===== config.mk =====
export PLATFORM = sky130hd
export DESIGN_NAME = mem_controller
export DESIGN_NICKNAME = d
export VERILOG_FILES = /design/src/rtl/mem_controller.sv
export SDC_FILE = /design/constraint.sdc
export NUM_CORES = 2
export LEC_CHECK = 0
export BUFFER_PORTS_ARGS = -buffer_cell sky130_fd_sc_hd__buf_2
export CORE_AREA = 10 10 446 448
export DETAILED_ROUTE_END_ITERATION = 16
export DIE_AREA = 0 0 456 458
export GPL_ROUTABILITY_DRIVEN = 0
export PLACE_DENSITY = 0.76
export SYNTH_ARGS = -nofsm -noshare
export SYNTH_HDL_FRONTEND = slang
export SYNTH_SLANG_ARGS = --single-unit
export TNS_END_PERCENT = 50

===== constraint.sdc =====
create_clock -name clk -period 11.7 [get_ports clk]
set_clock_uncertainty 0.15 [all_clocks]
set_input_delay 1.755 -clock clk [delete_from_list [all_inputs] [get_ports clk]]
set_output_delay 1.755 -clock clk [all_outputs]
set_load 0.01 [all_outputs]

===== src/rtl/mem_controller.sv =====
// Direct-mapped line cache controller with miss/repair handshake.
// Misses are reported to the arbiter, filled externally, then replayed.
module mem_controller #(
    parameter int NUM_LINES = 8
) (
    input  logic         clk,
    input  logic         rst,
    input  logic         raddr_valid,
    input  logic [31:0]  raddr,
    input  logic         waddr_valid,
    input  logic [31:0]  waddr,
    input  logic [255:0] wdata,
    input  logic [31:0]  wmask,
    input  logic         repair_resolved,
    output logic [31:0]  rdata,
    output logic         rdata_valid,
    output logic         read_miss_repair,
    output logic         write_miss_repair,
    output logic [31:0]  missed_addr
);

    localparam int IDX_W = $clog2(NUM_LINES);
    localparam int TAG_W = 27 - IDX_W;

    typedef enum logic [1:0] {
        IDLE   = 2'd0,
        RESP   = 2'd1,
        MISS   = 2'd2,
        REPLAY = 2'd3
    } state_e;

    state_e state_q, state_d;

    logic [NUM_LINES-1:0] valid_q;
    logic [TAG_W-1:0]     tag_q  [NUM_LINES];
    logic [255:0]         data_q [NUM_LINES];

    logic                 req_wr_q;
    logic [31:0]          req_addr_q;
    logic [255:0]         req_wdata_q;
    logic [31:0]          req_wmask_q;

    logic [31:0]          lk_addr;
    logic [IDX_W-1:0]     lk_idx;
    logic [TAG_W-1:0]     lk_tag;
    logic                 lk_hit;
    logic [IDX_W-1:0]     req_idx;
    logic [255:0]         req_line;
    logic [31:0]          req_word;

    logic                 idle_rd;
    logic                 idle_wr;
    logic                 fill;
    logic                 replay_wr_hit;

    // Byte-enable merge of new data into an existing line
    function automatic logic [255:0] merge(
        input logic [255:0] old_line,
        input logic [255:0] new_line,
        input logic [31:0]  mask
    );
        logic [255:0] r;
        r = old_line;
        for (int i = 0; i < 32; i++) begin
            if (mask[i]) r[i*8 +: 8] = new_line[i*8 +: 8];
        end
        return r;
    endfunction

    // Lookup address: the replayed request in REPLAY, else the incoming one
    always_comb begin
        lk_addr = raddr_valid ? raddr : waddr;
        if (state_q == REPLAY) lk_addr = req_addr_q;
    end

    assign lk_idx   = lk_addr[5 +: IDX_W];
    assign lk_tag   = lk_addr[31 -: TAG_W];
    assign lk_hit   = valid_q[lk_idx] && (tag_q[lk_idx] == lk_tag);

    assign req_idx  = req_addr_q[5 +: IDX_W];
    assign req_line = data_q[req_idx];
    assign req_word = req_line[{req_addr_q[4:2], 5'b0} +: 32];

    assign idle_rd       = (state_q == IDLE) && raddr_valid;
    assign idle_wr       = (state_q == IDLE) && waddr_valid && !raddr_valid;
    assign fill          = (state_q == MISS) && waddr_valid
                           && (waddr[31:5] == req_addr_q[31:5]);
    assign replay_wr_hit = (state_q == REPLAY) && req_wr_q && lk_hit;

    // State register
    always_ff @(posedge clk) begin
        if (rst) state_q <= IDLE;
        else     state_q <= state_d;
    end

    // Next-state logic
    always_comb begin
        state_d = state_q;
        case (state_q)
            IDLE: begin
                if (raddr_valid)      state_d = lk_hit ? RESP : MISS;
                else if (waddr_valid) state_d = lk_hit ? IDLE : MISS;
            end
            RESP:   state_d = IDLE;
            MISS:   if (repair_resolved) state_d = REPLAY;
            REPLAY: state_d = lk_hit ? IDLE : MISS;
            default: state_d = IDLE;
        endcase
    end

    // Output decode from state and latched request
    always_comb begin
        rdata             = '0;
        rdata_valid       = 1'b0;
        read_miss_repair  = 1'b0;
        write_miss_repair = 1'b0;
        missed_addr       = '0;
        case (state_q)
            RESP: begin
                rdata_valid = 1'b1;
                rdata       = req_word;
            end
            MISS: begin
                read_miss_repair  = !req_wr_q;
                write_miss_repair = req_wr_q;
                missed_addr       = {req_addr_q[31:5], 5'b0};
            end
            REPLAY: begin
                if (!req_wr_q && lk_hit) begin
                    rdata_valid = 1'b1;
                    rdata       = req_word;
                end
            end
            default: ;
        endcase
    end

    // Latch the request accepted in IDLE for response, miss and replay
    always_ff @(posedge clk) begin
        if (rst) begin
            req_wr_q    <= 1'b0;
            req_addr_q  <= '0;
            req_wdata_q <= '0;
            req_wmask_q <= '0;
        end else if (idle_rd) begin
            req_wr_q   <= 1'b0;
            req_addr_q <= raddr;
        end else if (idle_wr) begin
            req_wr_q    <= 1'b1;
            req_addr_q  <= waddr;
            req_wdata_q <= wdata;
            req_wmask_q <= wmask;
        end
    end

    // Line valid bits
    always_ff @(posedge clk) begin
        if (rst)       valid_q <= '0;
        else if (fill) valid_q[req_idx] <= 1'b1;
    end

    // Line data and tags: write hits, fills and replayed writes
    always_ff @(posedge clk) begin
        if (!rst) begin
            if (idle_wr && lk_hit) begin
                data_q[lk_idx] <= merge(data_q[lk_idx], wdata, wmask);
            end else if (fill) begin
                data_q[req_idx] <= merge(data_q[req_idx], wdata, wmask);
                tag_q[req_idx]  <= req_addr_q[31 -: TAG_W];
            end else if (replay_wr_hit) begin
                data_q[req_idx] <= merge(data_q[req_idx], req_wdata_q,
                                         req_wmask_q);
            end
        end
    end

    logic unused_bits;
    assign unused_bits = ^{lk_addr[4:0], req_addr_q[1:0]};

endmodule


==> impl_results.md <==
* Outcome: finished, final reports clean
* RSZ-0062 raised after global routing: no
* Max incr delay on CP at 0.86 ns
* FFs w/ async S/R, synth at 0
* Crit-path cells: buf_2, buf_4, mux2i_1, o21a_1, buf_4, nor2_1, a22oi_1, a21oi_1, o2111ai_1, nor4_4, nand3_1, a2bb2oi_4, a211oi_1, buf_2
* Post-synth cell types at 64
* Peak Freq at 0.109 GHz
* First-pass GRT wire length at 469,000 um
* PD cells at 164 nW/um2
* Cell area after synthesis at 111,000 um2
* Worst IR drop on VDD at 165 uV
* Hold Vio Cnt, Final at 0
* Post-synth EDFFs at 2,240
* Fin Hold WS at 0.298 ns
* Worst EP required at 9.80 ns
* Max clock buf depth at 4
* Top post-synthesis cells by area: edfxtp_1, mux4_2, dfxtp_1, mux2i_1, nand2_1
* Tot Pwr at 20.4 mW
* Tmin final at 9.16 ns
* Avg WL per Cell at 30.9 um
* Final Cell Area at 125,000 um2
* # rows at 160
* Grt ovf at 0
* Initial core utilization at 0.587
* Cell taking the most area after synthesis: edfxtp_1
* Post-synth top area share at 0.605
* Crit Path Class: primary input to output pin
* # DRC at 0
* H-tree levels at 5
* Leak Pwr at 42.9 nW
* Vias in the first global route at 68,200
* Crit start category: primary input
* Chip height at 458 um
* Antenna Nets Post-Route at 0
* Post-CTS Setup Inserts at 0
* Port bufs at 414
* Max-slew headroom at 0.0711
* Worst Hold Path Cells at 1
* Arr. time, crit path at 7.26 ns
* Final WL at 327,000 um
* Slew Viols, Final at 0
* Hold-fix buffers at CTS at 0
* Final setup violation count at 0
* Post-Synthesis Cells at 7,426
* Detailed Place HPWL at 206,000 um
* CP max stage cell: a211oi_1
* Vias per cell at 6.68
* MaxCap Viol Count at 0
* Fin util at 0.658
* Dpl cells at 9,991
* Sink Count at 2,572
* Setup TNS Final at 0 ns
* Layout cells sized above 1 at 0.262
* Synth Area per Inst at 15.0 um2
* Top_reg_cell synth: edfxtp_1
* Slew @ Worst Pin at 1.35 ns
* Critical Path Sink Type: output pin
* Min-Delay Startpoint: valid_q[7]$_SDFFE_PP0P_
* Clock Tree Root: clkbuf_16
* Fin crit share at 0.783
* Io pins at 424
* Initial antenna violation count at 98
* Final worst slack at 2.54 ns
* TritonCTS buffer count at 277
* Post_cts resized at 0
* Finished Layout Cells at 10,600
* Dpl ws at 2.74 ns
* Core Region at 190,000 um2
* Hold crit path type: flip-flop to flip-flop
* Reg clk slew, reported paths at 0.06 ns
* Synth Register Bits at 2,572
* R2R Path Start: state_q[1]$_SDFFE_PP0P_
* Placed cell area at 116,000 um2
* Initial DRC count at 10,100
* Die width at 456 um
* Nets at 8,116
* CP Launch Point: raddr_valid
* Clk Latency, worst-skew pair at 0.94 ns
* Die footprint at 209,000 um2
* Sequential fraction of the synthesis area at 0.665
* Area Growth Syn to Fin at 12.1%
* Vias post-DR at 70,600
* DRT Pass-1 Iters at 6
* Largest net degree at the start of global routing at 172
* CTS tree: yes
* Top fanout value on the critical path at 43
* Total GRT Usage at 0.305
* Yosys warnings at 0
* R2R cell count at 14
==> logic make-up after synthesis <==
group           after synthesis  share of synthesized area
buf+inv                     638                     0.0228
flops                      2572                      0.665
simple gates               1885                     0.0780
compound gates             1142                     0.0626
xor+xnor                     45                    0.00354
mux                        1143                      0.168
other cells                   1                  0.0000337
==> registers in the layout (all words and copies together), names as in the netlist, named ones only <==
signal and count:
tag_q 192, req_wmask_q 32, req_addr_q 30, data_q 2048
valid_q 8, req_wdata_q 256, req_wr_q 1, state_q 2
==> final cells by class <==
cell class | count | area, um2
flip-flops and latches | 2572 | 73900
well taps | 2511 | 3140
diodes | 107 | 268
clock inverters | 96 | 822
inverters | 74 | 278
multi-input cells | 4220 | 34900
fillers | 12600 | 64900
clock buffers | 377 | 7570
repair buffers | 614 | 3750
==> final timing paths <==
check             slack (ns)                 endpoint
setup / recovery        2.54                rdata[24]
hold / removal          0.30  valid_q[7]$_SDFFE_PP0P_
setup reg to reg        4.18  data_q[7][74]$_DFFE_PP_
hold reg to reg         0.30  valid_q[7]$_SDFFE_PP0P_
==> synthesized netlist by cell type (15+ instances only) <==
library cell	instances
a2111oi_0	36
a211oi_1	71
a21oi_1	328
a22oi_1	20
a2bb2oi_1	29
and3_1	32
buf_1	102
buf_2	65
clkbuf_1	382
dfxtp_1	332
edfxtp_1	2240
inv_1	73
mux2_2	16
mux2i_1	545
mux4_2	580
nand2_1	1133
nand2b_1	33
nand3_1	28
nand4_1	27
nor2_1	105
nor2b_1	32
nor4_1	15
o21ai_0	218
o21ai_1	105
o221a_2	28
o22ai_1	221
or2_2	440
xnor2_1	33
==> report_power, final <==
part,total [mW],internal [mW],switching (mW)
combinational,1.97,0.767,1.20
clock,8.30,4.82,3.47
sequential,10.1,10.0,0.114
==> cell usage in the layout, fill, tap and decap left out, types with 28 or more instances in the layout <==
cell / synthesis / layout
a2bb2oi_1: 29 / 28
o22ai_1: 221 / 221
o21ai_0: 218 / 175
o221a_2: 28 / 28
nor2_1: 105 / 101
nand3_1: 28 / 28
a211oi_1: 71 / 71
and3_1: 32 / 32
dfxtp_1: 332 / 325
diode_2: 0 / 107
inv_1: 73 / 73
clkbuf_1: 382 / 78
mux4_2: 580 / 580
xnor2_1: 33 / 33
buf_4: 13 / 187
buf_2: 65 / 413
nor2b_1: 32 / 32
mux2i_1: 545 / 545
or2_2: 440 / 440
clkbuf_16: 0 / 281
clkinv_2: 0 / 34
nand2_1: 1133 / 1132
a2111oi_0: 36 / 36
edfxtp_1: 2240 / 2240
nand2b_1: 33 / 33
o21ai_1: 105 / 147
a21oi_1: 328 / 328
clkinv_1: 0 / 36
==> worst max-delay path, delay by kind of cell <==
family / cells / cell delay [ns]
compound gates: 6 / 2.08
buf+inv: 4 / 1.45
mux: 1 / 0.24
simple gates: 3 / 1.64
==> routing by layer <==
layer  share of wire  wire length, um  global-route usage
met1            0.35           114000               0.394
met2            0.46           150000               0.456
met3            0.13            41200              0.0883
met4           0.064            21000               0.194
met5         0.00073              240                   0
Power figures use the tool's default switching activity.
